File: src/rtl/multicycle_control_fsm_if.sv
// Control bundle between the multicycle sequencer and the datapath/memory port.
// master is the sequencer side, slave the datapath side.
interface multicycle_control_fsm_if;
  logic [6:0] op;
  logic [2:0] funct3;
  logic       funct7;
  logic       Zero;
  logic       mem_ready;

  logic       mem_req;
  logic       AdrSrc;
  logic       IRWrite;
  logic       PCWrite;
  logic       MemWrite;
  logic       RegWrite;
  logic [1:0] ResultSrc;
  logic [1:0] ALUSrcA;
  logic [1:0] ALUSrcB;
  logic [2:0] ALUctrl;
  logic [2:0] ImmSrc;
  logic       retire;
  logic       illegal_instr;

  modport master (
    input  op, funct3, funct7, Zero, mem_ready,
    output mem_req, AdrSrc, IRWrite, PCWrite, MemWrite, RegWrite, ResultSrc,
           ALUSrcA, ALUSrcB, ALUctrl, ImmSrc, retire, illegal_instr
  );

  modport slave (
    output op, funct3, funct7, Zero, mem_ready,
    input  mem_req, AdrSrc, IRWrite, PCWrite, MemWrite, RegWrite, ResultSrc,
           ALUSrcA, ALUSrcB, ALUctrl, ImmSrc, retire, illegal_instr
  );
endinterface

File: src/rtl/multicycle_control_fsm.sv
// Main sequencer of the multicycle RV32I core: steps each instruction through
// fetch/decode/execute/memory/writeback and drives the shared datapath controls.
module multicycle_control_fsm (
  input logic                  clk,
  input logic                  rst,
  multicycle_control_fsm_if.master bus
);

  typedef enum logic [3:0] {
    StFetch    = 4'd0,
    StDecode   = 4'd1,
    StMemAdr   = 4'd2,
    StMemRead  = 4'd3,
    StMemWb    = 4'd4,
    StMemWrite = 4'd5,
    StExecR    = 4'd6,
    StAluWb    = 4'd7,
    StExecI    = 4'd8,
    StJal      = 4'd9,
    StBranch   = 4'd10,
    StTrap     = 4'd11
  } state_e;

  localparam logic [6:0] OpLoad   = 7'b0000011;
  localparam logic [6:0] OpStore  = 7'b0100011;
  localparam logic [6:0] OpRType  = 7'b0110011;
  localparam logic [6:0] OpIType  = 7'b0010011;
  localparam logic [6:0] OpBranch = 7'b1100011;
  localparam logic [6:0] OpJal    = 7'b1101111;

  localparam logic [2:0] AluAdd = 3'b000;
  localparam logic [2:0] AluSub = 3'b001;
  localparam logic [2:0] AluAnd = 3'b010;
  localparam logic [2:0] AluOr  = 3'b011;
  localparam logic [2:0] AluSlt = 3'b101;

  localparam logic [2:0] ImmI = 3'b000;
  localparam logic [2:0] ImmS = 3'b001;
  localparam logic [2:0] ImmB = 3'b010;
  localparam logic [2:0] ImmJ = 3'b100;

  state_e state_q, state_d;

  logic       mem_req_c, irwrite_c, pcwrite_c, memwrite_c, regwrite_c, retire_c;
  logic       adrsrc_c;
  logic [1:0] resultsrc_c, srca_c, srcb_c;
  logic [2:0] aluctrl_c, immsrc_c;
  logic       alu_legal;
  logic [2:0] alu_sel;

  // Shared funct3 -> ALU op mapping; sub only applies to R-type (gated by caller).
  always_comb begin
    alu_legal = 1'b1;
    alu_sel   = AluAdd;
    unique case (bus.funct3)
      3'b000:  alu_sel = AluAdd;
      3'b111:  alu_sel = AluAnd;
      3'b110:  alu_sel = AluOr;
      3'b010:  alu_sel = AluSlt;
      default: alu_legal = 1'b0;
    endcase
  end

  always_ff @(posedge clk) begin
    if (rst) begin
      state_q <= StFetch;
    end else begin
      state_q <= state_d;
    end
  end

  always_comb begin
    state_d     = state_q;
    mem_req_c   = 1'b0;
    adrsrc_c    = 1'b0;
    irwrite_c   = 1'b0;
    pcwrite_c   = 1'b0;
    memwrite_c  = 1'b0;
    regwrite_c  = 1'b0;
    retire_c    = 1'b0;
    resultsrc_c = 2'b00;
    srca_c      = 2'b00;
    srcb_c      = 2'b00;
    aluctrl_c   = AluAdd;
    immsrc_c    = ImmI;

    unique case (state_q)
      StFetch: begin
        mem_req_c   = 1'b1;
        srcb_c      = 2'b10;
        resultsrc_c = 2'b10;
        irwrite_c   = bus.mem_ready;
        pcwrite_c   = bus.mem_ready;
        if (bus.mem_ready) state_d = StDecode;
      end
      StDecode: begin
        // Precompute branch/jal target into ALUOut while decoding.
        srca_c = 2'b01;
        srcb_c = 2'b01;
        case (bus.op)
          OpStore:  immsrc_c = ImmS;
          OpBranch: immsrc_c = ImmB;
          OpJal:    immsrc_c = ImmJ;
          default:  immsrc_c = ImmI;
        endcase
        state_d = StTrap;
        case (bus.op)
          OpLoad, OpStore: if (bus.funct3 == 3'b010) state_d = StMemAdr;
          OpRType:         state_d = StExecR;
          OpIType:         if (alu_legal) state_d = StExecI;
          OpBranch:        if (bus.funct3[2:1] == 2'b00) state_d = StBranch;
          OpJal:           state_d = StJal;
          default:         state_d = StTrap;
        endcase
      end
      StMemAdr: begin
        srca_c   = 2'b10;
        srcb_c   = 2'b01;
        immsrc_c = (bus.op == OpStore) ? ImmS : ImmI;
        state_d  = (bus.op == OpStore) ? StMemWrite : StMemRead;
      end
      StMemRead: begin
        mem_req_c = 1'b1;
        adrsrc_c  = 1'b1;
        if (bus.mem_ready) state_d = StMemWb;
      end
      StMemWb: begin
        resultsrc_c = 2'b01;
        regwrite_c  = 1'b1;
        retire_c    = 1'b1;
        state_d     = StFetch;
      end
      StMemWrite: begin
        mem_req_c  = 1'b1;
        adrsrc_c   = 1'b1;
        memwrite_c = bus.mem_ready;
        retire_c   = bus.mem_ready;
        if (bus.mem_ready) state_d = StFetch;
      end
      StExecR: begin
        srca_c    = 2'b10;
        aluctrl_c = (bus.funct3 == 3'b000 && bus.funct7) ? AluSub : alu_sel;
        state_d   = alu_legal ? StAluWb : StTrap;
      end
      StExecI: begin
        srca_c    = 2'b10;
        srcb_c    = 2'b01;
        aluctrl_c = alu_sel;
        state_d   = StAluWb;
      end
      StAluWb: begin
        regwrite_c = 1'b1;
        retire_c   = 1'b1;
        state_d    = StFetch;
      end
      StJal: begin
        // ALU forms the link value while ALUOut (target) goes to PC.
        srca_c    = 2'b01;
        srcb_c    = 2'b10;
        pcwrite_c = 1'b1;
        state_d   = StAluWb;
      end
      StBranch: begin
        srca_c    = 2'b10;
        aluctrl_c = AluSub;
        pcwrite_c = (bus.funct3 == 3'b000 && bus.Zero) || (bus.funct3 == 3'b001 && !bus.Zero);
        retire_c  = 1'b1;
        state_d   = StFetch;
      end
      StTrap: state_d = StTrap;
      default: state_d = StFetch;
    endcase
  end

  assign bus.mem_req       = mem_req_c & ~rst;
  assign bus.IRWrite       = irwrite_c & ~rst;
  assign bus.PCWrite       = pcwrite_c & ~rst;
  assign bus.MemWrite      = memwrite_c & ~rst;
  assign bus.RegWrite      = regwrite_c & ~rst;
  assign bus.retire        = retire_c & ~rst;
  assign bus.AdrSrc        = adrsrc_c;
  assign bus.ResultSrc     = resultsrc_c;
  assign bus.ALUSrcA       = srca_c;
  assign bus.ALUSrcB       = srcb_c;
  assign bus.ALUctrl       = aluctrl_c;
  assign bus.ImmSrc        = immsrc_c;
  assign bus.illegal_instr = (state_q == StTrap);

endmodule

File: src/flat_wrapper.sv
// flat-port wrapper written by rule: the top's interface ports become plain ports
module multicycle_control_fsm_flat 
  (clk, rst, bus_op, bus_funct3, bus_funct7, bus_Zero, bus_mem_ready, bus_mem_req, bus_AdrSrc, bus_IRWrite, bus_PCWrite, bus_MemWrite, bus_RegWrite, bus_ResultSrc, bus_ALUSrcA, bus_ALUSrcB, bus_ALUctrl, bus_ImmSrc, bus_retire, bus_illegal_instr);
  multicycle_control_fsm_if bus_i ();
  input logic clk;
  input logic rst;
  input wire logic [$bits(bus_i.op)-1:0] bus_op;
  input wire logic [$bits(bus_i.funct3)-1:0] bus_funct3;
  input wire logic [$bits(bus_i.funct7)-1:0] bus_funct7;
  input wire logic [$bits(bus_i.Zero)-1:0] bus_Zero;
  input wire logic [$bits(bus_i.mem_ready)-1:0] bus_mem_ready;
  output wire logic [$bits(bus_i.mem_req)-1:0] bus_mem_req;
  output wire logic [$bits(bus_i.AdrSrc)-1:0] bus_AdrSrc;
  output wire logic [$bits(bus_i.IRWrite)-1:0] bus_IRWrite;
  output wire logic [$bits(bus_i.PCWrite)-1:0] bus_PCWrite;
  output wire logic [$bits(bus_i.MemWrite)-1:0] bus_MemWrite;
  output wire logic [$bits(bus_i.RegWrite)-1:0] bus_RegWrite;
  output wire logic [$bits(bus_i.ResultSrc)-1:0] bus_ResultSrc;
  output wire logic [$bits(bus_i.ALUSrcA)-1:0] bus_ALUSrcA;
  output wire logic [$bits(bus_i.ALUSrcB)-1:0] bus_ALUSrcB;
  output wire logic [$bits(bus_i.ALUctrl)-1:0] bus_ALUctrl;
  output wire logic [$bits(bus_i.ImmSrc)-1:0] bus_ImmSrc;
  output wire logic [$bits(bus_i.retire)-1:0] bus_retire;
  output wire logic [$bits(bus_i.illegal_instr)-1:0] bus_illegal_instr;
  assign bus_i.op = bus_op;
  assign bus_i.funct3 = bus_funct3;
  assign bus_i.funct7 = bus_funct7;
  assign bus_i.Zero = bus_Zero;
  assign bus_i.mem_ready = bus_mem_ready;
  assign bus_mem_req = bus_i.mem_req;
  assign bus_AdrSrc = bus_i.AdrSrc;
  assign bus_IRWrite = bus_i.IRWrite;
  assign bus_PCWrite = bus_i.PCWrite;
  assign bus_MemWrite = bus_i.MemWrite;
  assign bus_RegWrite = bus_i.RegWrite;
  assign bus_ResultSrc = bus_i.ResultSrc;
  assign bus_ALUSrcA = bus_i.ALUSrcA;
  assign bus_ALUSrcB = bus_i.ALUSrcB;
  assign bus_ALUctrl = bus_i.ALUctrl;
  assign bus_ImmSrc = bus_i.ImmSrc;
  assign bus_retire = bus_i.retire;
  assign bus_illegal_instr = bus_i.illegal_instr;
  multicycle_control_fsm u_core (.clk(clk), .rst(rst), .bus(bus_i));
endmodule
File: config.mk
export PLATFORM = sky130hd
export DESIGN_NAME = multicycle_control_fsm_flat
export DESIGN_NICKNAME = d
export VERILOG_FILES = /design/src/rtl/multicycle_control_fsm_if.sv /design/src/rtl/multicycle_control_fsm.sv /design/src/flat_wrapper.sv
export SDC_FILE = /design/constraint.sdc
export NUM_CORES = 1
export LEC_CHECK = 0
export ABC_AREA = 1
export BUFFER_PORTS_ARGS = -buffer_cell sky130_fd_sc_hd__buf_2
export CAP_MARGIN = 20
export CORE_MARGIN = 2
export CORE_UTILIZATION = 45
export CTS_CLUSTER_SIZE = 12
export DETAILED_ROUTE_END_ITERATION = 6
export PLACE_DENSITY = 0.86
export SETUP_SLACK_MARGIN = 0.1
export SYNTH_ARGS = -nofsm -noshare
export SYNTH_HDL_FRONTEND = slang
export SYNTH_SLANG_ARGS = --single-unit
File: constraint.sdc
create_clock -name clk -period 1.3 [get_ports clk]
set_clock_uncertainty 0.05 [all_clocks]
set_input_delay 0.13 -clock clk [delete_from_list [all_inputs] [get_ports clk]]
set_output_delay 0.13 -clock clk [all_outputs]
set_load 0.01 [all_outputs]
After elaboration in Yosys (flattened, before gate mapping)
Cells that the tools add are included.
Cells by class
  bitwise logic cells: 7
  eq/ne operators: 24
  mux-type cells: 27
  reductions and logical operators: 20
Operators by type and width (count)
  case mux 4 bit (8 select lines): 1
  case mux 3 bit (3 select lines): 3
  two-way mux 4 bit: 5
  case mux 4 bit (5 select lines): 1
  equality test 4 x 3 -> 1 bit (second input constant): 4
  equality test 4 bit (second input constant): 4
  equality test 7 x 6 -> 1 bit (second input constant): 2
  equality test 7 bit (second input constant): 2
  case mux 2 bit (2 select lines): 3
  OR reduction 2 bit: 6
  OR reduction 3 bit: 3
  equality test 4 x 2 -> 1 bit (second input constant): 2
  two-way mux 1 bit: 8
  OR reduction 4 bit: 2
  equality test 7 x 2 -> 1 bit (second input constant): 1
  equality test 7 x 5 -> 1 bit (second input constant): 1
  AND 1 bit: 6
  equality test 3 bit (second input constant): 2
  two-way mux 3 bit: 2
  inequality test 2 bit (second input constant): 3
  case mux 3 bit (2 select lines): 1
  equality test 4 x 1 -> 1 bit (second input constant): 1
  zero test 4 bit: 1
  equality test 3 x 1 -> 1 bit (second input constant): 1
  11 further kinds: 13
Storage, ports and cells
  input bits: 15
  flip-flop bits (word level): 4

Depth between registers and ports, before layout
  word-level depth: 6
  gate-level depth with buffers: 11
  mapped depth without buffers: 11

Worst setup path before layout
No wires, ideal clock.
  path kind: flip-flop to output port
  start: reg u_core.state_q[1]
  end: out bus_PCWrite
  data arrival time: 1.097 ns
  required time: 1.120 ns
  cell stages (with the launch flop): 6
  setup slack: 0.023 ns
  cell sequence: dfxtp_1 nor2_1 inv_2 nor2_2 nand2_1 a31oi_1
On the way
  longest elaborated chain between the ends: 3
Ends and longest elaborated chain
  start, declared: line multicycle_control_fsm.sv:42  | state_e state_q, state_d;
  start signal, assigned: line multicycle_control_fsm.sv:66  | state_q <= StFetch;
  start signal, assigned: line multicycle_control_fsm.sv:68  | state_q <= state_d;
  equality test 4 bit or zero test 4 bit (tied branches): line multicycle_control_fsm.sv:87  | unique case (state_q)
  case mux 1 bit (3 select lines) (*): line multicycle_control_fsm.sv:87
  AND 1 bit (*): line multicycle_control_fsm.sv:177  | assign bus.PCWrite = pcwrite_c & ~rst;
  end, declared: line flat_wrapper.sv:15  | output wire logic [$bits(bus_i.PCWrite)-1:0] bus_PCWrite;
Every way passes the cells marked *; elsewhere a longest branch is shown, timed or not.

Worst setup path in the final report
  start: reg u_core.state_q[0]
  end: out bus_retire
On the way
  longest elaborated chain between the ends: 4
Ends and longest elaborated chain
  equality test 4 x 3 -> 1 bit or equality test 4 bit (tied branches): line multicycle_control_fsm.sv:87
  OR reduction 3 bit (no source line)
  case mux 1 bit (2 select lines) (*): line multicycle_control_fsm.sv:87
  AND 1 bit (*): line multicycle_control_fsm.sv:180  | assign bus.retire = retire_c & ~rst;
  end, declared: line flat_wrapper.sv:23  | output wire logic [$bits(bus_i.retire)-1:0] bus_retire;
Marked as above.

==> impl_results.md <==
- Status: finished, violations left
- Failing checks: negative setup slack
- Fin Setup TNS: -4040 ps
- Final Hold Vio Count: 0
- Critical Path AT: 1460 ps
- RR Startpoint: u_core.state_q[1]
- Fraction of layout cells with a size suffix above 1: 0.590
- Count leader, synth: nand2_1
- Layout fillers: 106
- RSZ-0062 raised after global routing: true
- Post-Syn Area: 734 um2
- Crit Path Class: flip-flop to output pin
- Routed Antenna Nets: 0
- Crit path buf inv count: 2
- CP Cell Sequence: nand2_2, inv_1, nor2_2, nor3_2, a211o_1, buf_2
- Multi-input logic area: 683 um2
- WL final: 3100 um
- DRT Pass-1 Iters: 4
- Max reg flops: 4
- Core area: 0.00152 mm2
- MaxCap Viol Count: 0
- Vias: 1189
- # diodes: 0
- Ys flop type: dfxtp_1
- Root Buffer: clkbuf_4
- Final Non-Filler Cells: 204
- IO buf count: 34
- Synth area leader: nand2_1
- Clock latency on the worst-skew pair: 240 ps
- Max Fanout on Critical Path: 4
- Clock buffer depth: 2
- Leakage power: 0.657 nW
- CP top delay family: flip-flops
- # DRC: 0
- Top cells by count, synth: nand2_1, nor2_1, inv_1
- First-iteration detailed-routing DRC count: 48
- First-pass GRT wire length: 4200 um
- Largest net degree at the start of global routing: 10
- Detailed placer's ending HPWL: 1810 um
- # rows: 14
- Die W: 44.4 um
- Final Max Tran Viols: 0
- Yosys cell types: 26
- Worst setup margin: -341 ps
- Worst min-delay path class: input pin to flip-flop
- Via density: 5.83
- Vias in the first global route: 1025
- H-tree depth: 1
- Chip height: 44.4 um
- FMAX: 0.609 GHz
- Io pins: 35
- Initial antenna violation count: 0
- Fin nets: 205
- Async SR Flop Fraction: 0
- Area growth from synthesis to layout: 65.1%
- EDFF count, synth: 0
- Slew headroom: 0.743
- GRT Residual Overflow: 0
- Worst-path clk slew: 40 ps
- PD cells: 1830 mW/mm2
- Starting density of the core: 0.482
- Largest registers in the final layout: u_core.state_q x4
- Syn_nets: 157
- Reg with most FFs: u_core.state_q
- CTS buffer count: 3
- Largest stage delay on the critical path: 370 ps
- Area of placed instances: 958 um2
- Design Power: 2.22 mW
- Final min period: 1640 ps
- TritonCTS clock tree: done
- CP Launch Point: u_core.state_q[0]
- Cts-stage hold buffer count: 0
- DIE AREA: 0.00197 mm2
- CP required: 1120 ps
- Peak supply drop: 1160 uV
- Synthesized flop and latch total: 4
- DR WL/cell: 15.2 um
- Crit path launch type: flip-flop
- FF+latch area: 92.6 um2
- Min-delay src: rst
- Synthesis warning total: 0
- CP endpoint kind: output pin
- Sequential-to-total area share from yosys stat: 0.109
- Critical-path top delay cell: dfxtp_4
- Gr usage total: 0.282
- Worst slew pin tran: 381 ps
- Cells after Synth: 142
- Final setup violation count: 23
- GPL Wtd Cong: 0.941
- Yosys top cell area share: 0.174
- Final instance area: 0.00121 mm2
- Placed insts: 193
- Final period util: 1.26
- Avg Cell Area, Syn: 5.17 um2
- Sink Count: 4
- Top cells by area, synth: nand2_1, nor2_1, dfxtp_1, inv_1, nor2_2
[where the power goes]
part           total, mW  switching [mW]  internal [mW]
sequential         0.298           0.104          0.194
clock              0.157          0.0538          0.103
combinational       1.77            1.05          0.714
total               2.22            1.21           1.01
[path summary, 6_finish.rpt]
kind	end	slack, ps	cells after the start
min	u_core.state_q[2]	170	2
min reg2reg	u_core.state_q[2]	700	4
max reg2reg	u_core.state_q[0]	-170	9
max	bus_retire	-340	6
[cells by family (layout without fill, tap and decap cells)]
group,Yosys count,in the layout,share of synthesized area
AOI/OAI and AO/OA,18,18,0.152
xor gates and xnor gates,1,1,0.0119
buffers and inverters,29,75,0.148
DFF,4,4,0.109
and+or+nand+nor,90,90,0.579
[timing repair]
| item | 4_1_cts | 5_1_grt |
|---|---|---|
| pin swaps | 7 | 16 |
| resized for setup | 26 | 30 |
| buffers inserted | 4 | 4 |
| setup endpoints to repair | 23 | 24 |
[final cells by class]
class	count	area share
Clock buffer	3	0.0186
Inverter	28	0.0960
Multi-Input combinational cell	109	0.563
Sequential cell	4	0.0764
Tap cell	16	0.0165
Timing Repair Buffer	44	0.229
[metrics by stage]
step | util | setup WS [ps] | hold slack, ps
6_report | 0.796 | -341 | 172
5_1_grt | 0.796 | -377 | 181
4_1_cts | 0.709 | -231 | 168
3_5_place_dp | 0.629 | -84.1 | 411
3_3_place_gp | 0.629 | -7.79 | 403
2_1_floorplan | - | 80.0 | 327
[metal layers]
metal | share of wire | vias up | GRT usage
met3 | 0.073 | 18 | 0.0327
met2 | 0.50 | 80 | 0.524
li1 | - | 533 | -
met1 | 0.39 | 558 | 0.326
met5 | 0 | - | 0
met4 | 0.040 | 0 | 0.109
[cells in the final DEF, fill, tap and decap left out, drive strengths merged, types with 2 or more instances in the layout]
cell type	n
nor2	37
a21oi	8
o21ai	6
clkbuf	3
inv	27
nand2	37
a31oi	2
nand3	10
buf	44
nor3	3
dfxtp	4
Note: power is estimated with default switching activity, not from simulation.
